### src/rtl/sha256_pkg.sv
// sha256_pkg: constants, types and round functions shared by the
// iterative SHA-256 controller (sha256_seq) and its round datapath.
package sha256_pkg;

  typedef logic [0:7][31:0]  hash_t;
  typedef logic [0:15][31:0] sched_t;

  typedef enum logic [1:0] {
    IDLE,
    ROUND,
    FINAL,
    DONE
  } state_t;

  localparam hash_t H0 = {
    32'h6a09e667, 32'hbb67ae85, 32'h3c6ef372, 32'ha54ff53a,
    32'h510e527f, 32'h9b05688c, 32'h1f83d9ab, 32'h5be0cd19
  };

  localparam logic [31:0] K [0:63] = '{
    32'h428a2f98, 32'h71374491, 32'hb5c0fbcf, 32'he9b5dba5,
    32'h3956c25b, 32'h59f111f1, 32'h923f82a4, 32'hab1c5ed5,
    32'hd807aa98, 32'h12835b01, 32'h243185be, 32'h550c7dc3,
    32'h72be5d74, 32'h80deb1fe, 32'h9bdc06a7, 32'hc19bf174,
    32'he49b69c1, 32'hefbe4786, 32'h0fc19dc6, 32'h240ca1cc,
    32'h2de92c6f, 32'h4a7484aa, 32'h5cb0a9dc, 32'h76f988da,
    32'h983e5152, 32'ha831c66d, 32'hb00327c8, 32'hbf597fc7,
    32'hc6e00bf3, 32'hd5a79147, 32'h06ca6351, 32'h14292967,
    32'h27b70a85, 32'h2e1b2138, 32'h4d2c6dfc, 32'h53380d13,
    32'h650a7354, 32'h766a0abb, 32'h81c2c92e, 32'h92722c85,
    32'ha2bfe8a1, 32'ha81a664b, 32'hc24b8b70, 32'hc76c51a3,
    32'hd192e819, 32'hd6990624, 32'hf40e3585, 32'h106aa070,
    32'h19a4c116, 32'h1e376c08, 32'h2748774c, 32'h34b0bcb5,
    32'h391c0cb3, 32'h4ed8aa4a, 32'h5b9cca4f, 32'h682e6ff3,
    32'h748f82ee, 32'h78a5636f, 32'h84c87814, 32'h8cc70208,
    32'h90befffa, 32'ha4506ceb, 32'hbef9a3f7, 32'hc67178f2
  };

  function automatic logic [31:0] rotr(
    input logic [31:0] x,
    input int          n
  );
    return (x >> n) | (x << (32 - n));
  endfunction

  function automatic logic [31:0] bsig0(input logic [31:0] x);
    return rotr(x, 2) ^ rotr(x, 13) ^ rotr(x, 22);
  endfunction

  function automatic logic [31:0] bsig1(input logic [31:0] x);
    return rotr(x, 6) ^ rotr(x, 11) ^ rotr(x, 25);
  endfunction

  function automatic logic [31:0] ssig0(input logic [31:0] x);
    return rotr(x, 7) ^ rotr(x, 18) ^ (x >> 3);
  endfunction

  function automatic logic [31:0] ssig1(input logic [31:0] x);
    return rotr(x, 17) ^ rotr(x, 19) ^ (x >> 10);
  endfunction

  function automatic logic [31:0] ch(
    input logic [31:0] e,
    input logic [31:0] f,
    input logic [31:0] g
  );
    return (e & f) ^ (~e & g);
  endfunction

  function automatic logic [31:0] maj(
    input logic [31:0] a,
    input logic [31:0] b,
    input logic [31:0] c
  );
    return (a & b) ^ (a & c) ^ (b & c);
  endfunction

endpackage

### src/rtl/sha256_round.sv
// sha256_round: one combinational SHA-256 compression round,
// mapping working variables a..h (words 0..7) to their next values.
module sha256_round
  import sha256_pkg::*;
(
  input  hash_t       cur,
  input  logic [31:0] kt,
  input  logic [31:0] wt,
  output hash_t       nxt
);

  logic [31:0] t1;
  logic [31:0] t2;

  always_comb begin
    t1 = cur[7] + bsig1(cur[4])
       + ch(cur[4], cur[5], cur[6]) + kt + wt;
    t2 = bsig0(cur[0]) + maj(cur[0], cur[1], cur[2]);
    nxt = {t1 + t2, cur[0], cur[1], cur[2],
           cur[3] + t1, cur[4], cur[5], cur[6]};
  end

endmodule

### src/rtl/sha256_seq.sv
// sha256_seq: iterative SHA-256 controller, one round per clock.
// Optional SHA256_SEQ_PAD_EN pads a MSG_SIZE-bit message internally.
module sha256_seq
  import sha256_pkg::*;
#(
  parameter int ROUNDS   = 64,
  parameter int BLOCK_W  = 512,
  parameter int MSG_SIZE = 96
) (
  input  logic               clk,
  input  logic               reset_n,
  input  logic               in_valid,
  output logic               in_ready,
  input  logic [BLOCK_W-1:0] in_block,
  input  logic               in_first,
  input  logic               in_last,
  output logic               out_valid,
  input  logic               out_ready,
  output logic [255:0]       digest,
  output logic               busy
);

  if (BLOCK_W != 512 || MSG_SIZE > 447) begin : g_bad_cfg
    $error("sha256_seq: unsupported BLOCK_W/MSG_SIZE");
  end

  state_t       state;
  state_t       state_n;
  logic [6:0]   t;
  hash_t        h_q;
  hash_t        v_q;
  hash_t        v_nxt;
  hash_t        h_sum;
  sched_t       w_q;
  logic [31:0]  w_new;
  logic         last_q;
  logic         last_rnd;
  logic [511:0] blk;
  logic         first;
  logic         last;

`ifdef SHA256_SEQ_PAD_EN
  always_comb begin
    blk                     = '0;
    blk[511 -: MSG_SIZE]    = in_block[MSG_SIZE-1:0];
    blk[511 - MSG_SIZE]     = 1'b1;
    blk[63:0]               = 64'(MSG_SIZE);
    first                   = 1'b1;
    last                    = 1'b1;
  end
`else
  always_comb begin
    blk   = in_block;
    first = in_first;
    last  = in_last;
  end
`endif

  sha256_round u_round (
    .cur (v_q),
    .kt  (K[t[5:0]]),
    .wt  (w_q[0]),
    .nxt (v_nxt)
  );

  // Next schedule word enters at the tail as the head is consumed
  assign w_new = ssig1(w_q[14]) + w_q[9]
               + ssig0(w_q[1]) + w_q[0];

  assign last_rnd = (t == 7'(ROUNDS - 1));
  assign busy     = (state != IDLE);

  always_comb begin
    for (int i = 0; i < 8; i++) begin
      h_sum[i] = h_q[i] + v_q[i];
    end
  end

  always_comb begin
    state_n   = state;
    in_ready  = 1'b0;
    out_valid = 1'b0;
    unique case (state)
      IDLE: begin
        in_ready = 1'b1;
        if (in_valid) state_n = ROUND;
      end
      ROUND: begin
        if (last_rnd) state_n = FINAL;
      end
      FINAL: begin
        state_n = last_q ? DONE : IDLE;
      end
      DONE: begin
        out_valid = 1'b1;
        if (out_ready) state_n = IDLE;
      end
      default: state_n = IDLE;
    endcase
  end

  always_ff @(posedge clk or negedge reset_n) begin
    if (!reset_n) begin
      state  <= IDLE;
      t      <= '0;
      h_q    <= H0;
      v_q    <= '0;
      w_q    <= '0;
      last_q <= 1'b0;
      digest <= '0;
    end else begin
      state <= state_n;
      unique case (state)
        IDLE: begin
          if (in_valid) begin
            w_q    <= blk;
            v_q    <= first ? H0 : h_q;
            last_q <= last;
            t      <= '0;
            if (first) h_q <= H0;
          end
        end
        ROUND: begin
          v_q <= v_nxt;
          w_q <= {w_q[1:15], w_new};
          t   <= t + 7'd1;
        end
        FINAL: begin
          h_q <= h_sum;
          if (last_q) digest <= h_sum;
        end
        default: ;
      endcase
    end
  end

endmodule
### config.mk
export PLATFORM = sky130hd
export DESIGN_NAME = sha256_seq
export DESIGN_NICKNAME = d
export VERILOG_FILES = /design/src/rtl/sha256_pkg.sv /design/src/rtl/sha256_round.sv /design/src/rtl/sha256_seq.sv
export SDC_FILE = /design/constraint.sdc
export NUM_CORES = 2
export LEC_CHECK = 0
export ABC_AREA = 1
export ABC_CLOCK_PERIOD_IN_PS = 6350
export CAP_MARGIN = 0
export CORE_MARGIN = 5
export CORE_UTILIZATION = 45
export DETAILED_ROUTE_END_ITERATION = 10
export PLACE_DENSITY = 0.67
export SLEW_MARGIN = 20
export SYNTH_ARGS = -nofsm -noshare
export SYNTH_HDL_FRONTEND = slang
export SYNTH_SLANG_ARGS = --single-unit
export TNS_END_PERCENT = 50
### constraint.sdc
create_clock -name clk -period 6.35 [get_ports clk]
set_input_delay 0.635 -clock clk [delete_from_list [all_inputs] [get_ports clk]]
set_output_delay 0.635 -clock clk [all_outputs]
set_load 0.005 [all_outputs]
-- Yosys cells after proc, flatten, opt, wreduce, memory -nomap -nowiden
Memories as Yosys holds them, arrays and structs flattened.
Index checks and enable logic that the tools add are counted.
- add/subtract/negate cells: 19
- $lt $le $gt $ge: 1
- eq/ne operators: 7
- multiplexer cells: 17
- bitwise logic cells: 28
- reductions and logical operators: 9
- operators with widths (operator ; number):
    $pmux W256 S2 ; 2
    $pmux W512 S2 ; 1
    $add A32 B32 Y32 ; 18
    $mux W256 ; 2
    $mux W512 ; 1
    $xor A32 B32 Y32 ; 9
    $and A32 B32 Y32 ; 5
    $mux W32 ; 2
    $not A32 Y32 ; 1
    $or A10 B32 Y32 ; 1
    $or A13 B32 Y32 ; 1
    $or A14 B32 Y32 ; 1
    $or A15 B32 Y32 ; 1
    $or A19 B32 Y32 ; 1
    $or A21 B32 Y32 ; 1
    $or A25 B32 Y32 ; 1
    $or A26 B32 Y32 ; 1
    $or A30 B32 Y32 ; 1
    $or A7 B32 Y32 ; 1
    $xor A32 B22 Y32 ; 1
    $xor A32 B29 Y32 ; 1
    $pmux W7 S2 ; 1
    $mux W2 ; 4
    $pmux W2 S4 ; 1
    13 further kinds ; 22
- register bits after elaboration: 1290
- memory bits (read-only): 2048
- output and inout port bits: 259
- logic and storage cells: 118
- memories kept: 1
- memories (memory ; words ; width ; read ports ; clocked after Yosys merged registers in ; wr ports ; RTL line ; RTL):
    (name not given) ; 64 ; 32 ; 1 ; 0 ; 0 ; sha256_seq.sv:61 ; .kt (K[t[5:0]]),

-- Depth between registers and ports, before layout
- word-level depth: 9
- depth in mapped cells: 43
- depth with buffers taken out: 42

-- Modules after synthesis
Synthesis repeated with hierarchy kept, for this count alone.
- cell total of the unflattened synthesis: 13839
- area total of the unflattened synthesis: 96532.6 µm²
- by module, submodules not included (module ; instances ; cells an instance ; area each (µm²) ; seq. area each (µm²)):
    sha256_seq ; 1 ; 12036 ; 84147.0 ; 32451.1
    sha256_round ; 1 ; 1803 ; 12385.6 ; 0.0

-- Least setup slack after synthesis
Ideal clock, no wire load.
- path type: reg2reg
- from: reg v_q[122] in the netlist's numbering
- to: reg v_q[251] in the netlist's numbering
- library setup time: 118 ps
- arrival time: 5974 ps
- required time: 6232 ps
- slack: 259 ps
- cell stages (with the launch flop): 35
- path buffers: 1
- period minus slack after synthesis: 6091 ps
- path through: dfrtp_1 > clkbuf_1 > xnor2_1 > xor2_1 > fa_1 > fa_1 > fa_1 > inv_1 > ha_1 > inv_1 > fa_1 > nand3b_1 > nand2_1 > nand2_1 > nand2_1 > a21oi_2 > inv_1 > a31oi_1 > o21ai_1 > xor2_1 > inv_1 > fa_1 > inv_1 > ha_1 > nand2_1 > nor3_1 > nand3_1 > nand3_1 > nand2_1 > nand2_1 > a21boi_1 > nand2_1 > nand2_1 > o21bai_1 > inv_1
- longest elaborated chain between the ends: 9
- elaborated cells on any way between the ends: 15
- classes of those cells: add/sub (5); mux (1); bitwise (9)
- ends and longest elaborated chain (what ; RTL line ; RTL):
    start: declaration ; sha256_seq.sv:31 ; hash_t v_q;
    start signal: assignment ; sha256_seq.sv:117 ; v_q <= first ? H0 : h_q;
    start signal: assignment ; sha256_seq.sv:124 ; v_q <= v_nxt;
    $or A21 B32 Y32 or $or A26 B32 Y32 (tied branches) ; sha256_pkg.sv:43 ; return (x >> n) | (x << (32 - n));
    $xor A32 B32 Y32 (2 in series) ; sha256_pkg.sv:51 ; return rotr(x, 6) ^ rotr(x, 11) ^ rotr(x, 25);
    $add A32 B32 Y32 ; sha256_round.sv:16 ; t1 = cur[7] + bsig1(cur[4])
    $add A32 B32 Y32 * (3 in series) ; sha256_round.sv:17 ; + ch(cur[4], cur[5], cur[6]) + kt + wt;
    $add A32 B32 Y32 * ; sha256_round.sv:19 ; nxt = {t1 + t2, cur[0], cur[1], cur[2],
    $pmux W256 S2 * ; sha256_seq.sv:113 ; unique case (state)
Mark *: on every way between the ends. The rest lies on a longest branch, timed or not.
A chain may end at the register's enable or synchronous reset.

-- Worst setup path after layout
- from: reg v_q[107] in the netlist's numbering
- to: reg v_q[247] in the netlist's numbering
The elaborated chain is that of the path after synthesis.

==> impl_metrics.toml <==
[run_status]
status = "finished with violations"
violations = "setup timing"

[sta]
worst_pin_slew_ps = 1170
fin_skew_ps = 72.0
slew_headroom_pct = 21.9
finalMaxSlewViolations = 0
hold_viol = 0
finalSetupViolations = 1
fmax_mhz = 156
post-route-worst-setup-slack_ps = -45.0
min_period_ps = 6400
grt_setup_unrepaired = "yes"
finalCritPeriodShare_pct = 101

[clock_tree]
cts_buffers = 151
clockBufferDepth = 3
clock_latency_ps = 850
path_clk_slew_ps = 70
cts_root_buf = "clkbuf_16"
htree_levels = 4
cts_tree = "done"
clock-sinks = 1290

[routing]
wl_per_cell_um = 26.2
drt-pass1-iter-count = 6
ant_nets = 0
vias_per_cell = 5.79
via_count = 92700
drtIter0Drc = 10300
totalWireLength_mm = 419
drc = 0

[synthesis]
synth_flop_cell = "dfrtp_1"
ys_warn_count = 0
synth_most_common_cell = "nand2_1"
synth_fp_nets = 13100
synth-edff-count = 0
synth.area.top_cells = "dfrtp_1 (32%), nand2_1 (11%), inv_1 (6.9%)"
synth_cell_types = 66
avgSynthCellArea_um2 = 7.53
synth-async-reset-ratio_pct = 100
netlist_area_um2 = 90500
synthCells = 12000
yosys.area.top_type = "dfrtp_1"
ys_top_cells_by_count = "nand2_1 (2,737), inv_1 (1,663), o21ai_0 (1,183), dfrtp_1 (1,154), nor2_1 (721)"
seq_area_frac_synth_pct = 35.9
ys_ff_latch = 1290
synth_top_area_share_pct = 31.9

[final_layout]
stdcell_area_um2 = 113000
drive_gt1_share_pct = 12.0
nNetsFinal = 14300
area_growth_syn_to_layout_pct = 24.7
stdcell_count = 16000

[global_routing]
grt_pass1_wl_mm = 606
grt_max_degree = 226
gr-usage-met1_pct = 52.5
use_met3_pct = 9.33
grt.overflow.total = 0
antenna_found_initial = 80
grt_pass1_vias = 89000
use_met2_pct = 57.9
grt_usage_pct = 38.7
grt_busiest_layer = "met2"

[worst_hold_path]
hold_class = "primary input to flop"
min_from = "in_first"

[place]
gp_congestion = 1.02
post_dp_cell_area_um2 = 106000
hpwl_mm = 328
dp_slack_ps = -483
port_buffers = 776
place_inst = 15600

[setup_path]
end_kind = "flop"
worstSetupPathType = "flop to flop"
cp-startpoint = "v_q[107]$_DFFE_PN0P_"
worstSetupStartpointType = "flop"
arrival_ps = 7120
worst-endpoint-required_ps = 7080
r2r_start = "v_q[107]$_DFFE_PN0P_"
worst-path-max-fanout = 7
reg2reg_slack_ps = -50
crit_slowest_cell = "fa_1"
critPathMaxStageDelay_ps = 590

[floorplanning]
io_pins = 777
die_x_um = 458
fp.dieArea_um2 = 210000
core-area_um2 = 200000
die_h_um = 458
rows = 164
start_util_pct = 45.3

[run]
maxCapViolCount = 0
-- layout by cell type (no fill, tap or decap), types with 63 or more instances in the layout --
cell / count
nand4_1: 72
dfstp_2: 136
o21ai_0: 1136
nand2_1: 2705
xnor2_1: 216
clkbuf_16: 152
a21oi_1: 510
nor3_1: 65
o21a_1: 63
xor2_1: 205
o211ai_1: 658
ha_1: 364
clkdlybuf4s50_1: 774
buf_4: 796
inv_1: 1641
dfrtp_1: 1148
nand3_1: 381
nor2_1: 691
fa_1: 192
o21ai_1: 360
-- final cells by class --
cell class	instances	area (um2)
Tap cell	2656	3320
Timing Repair Buffer	1628	14800
Clock inverter	62	936
Sequential cell	1290	32500
Multi-Input combinational cell	8418	50500
Clock buffer	217	4370
Inverter	1678	6330
Fill cell	18800	87000
Antenna cell	53	133
-- per-layer routing --
layer	up-vias	part of all wire (%)
met1	44900	42
met5	-	0.059
met2	4635	43
li1	42200	-
met3	967	9.6
met4	34	5.8
-- path summary, 6_finish.rpt --
path / to / cells after the start
worst max-delay path: v_q[247]$_DFFE_PN0P_ / 32
worst min-delay path: h_q[109]$_DFFE_PN0P_ / 4
worst max register to register: v_q[247]$_DFFE_PN0P_ / 32
worst min register to register: digest[153]$_DFFE_PN0P_ / 2
max in group asynchronous: v_q[110]$_DFFE_PN0P_ / 4
min in group asynchronous: digest[31]$_DFFE_PN0P_ / 2
-- registers in the layout, indices dropped and copies added (netlist names) --
name,flops
digest,256
h_q,256
last_q,1
state,2
t,7
v_q,256
w_q,512
-- kinds of logic (layout without fill, tap and decap cells) --
kind of cell / after synthesis / in the layout / share of synthesized area (%)
flops: 1290 / 1290 / 35.9
buf+inv: 2316 / 3585 / 10.1
other cells: 0 / 53 / 0
simple gates: 4072 / 4072 / 18.0
fa+ha+maj: 596 / 596 / 9.85
compound gates: 3299 / 3299 / 21.8
xor+xnor: 451 / 451 / 4.36
-- per-stage QoR --
| stage | hold WS (ps) | TNS (ps) | utilization (%) |
|---|---|---|---|
| floorplan | 339 | 0 | - |
| global placement | 463 | -6380 | 52.8 |
| detailed placement | 464 | -8020 | 52.8 |
| CTS | 280 | -1.84 | 55.8 |
| global route | 343 | -3090 | 56.4 |
| finish | 329 | -45.0 | 56.5 |
-- worst max-delay path: cells and delay by family, from the launching register on --
kind            cells  cell delay, ps
fa+ha+maj           6            2350
compound gates     14            1890
buf+inv             8             930
xor+xnor            3             650
flops               1             400
simple gates        1              60
-- repair_timing --
| action | in CTS | in global routing |
|---|---|---|
| pin swaps | 39 | 75 |
| resized for setup | 115 | 262 |
| buffers inserted | 16 | 17 |
| gates cloned | 0 | 0 |
| endpoints found under the setup margin | 41 | 44 |
| hold endpoints to repair | 72 | 0 |
| hold buffers | 1 | 0 |
Power is left out: the tool's default activity adds up to more than one toggle a clock period on the data nets, which glitch-free logic cannot reach.
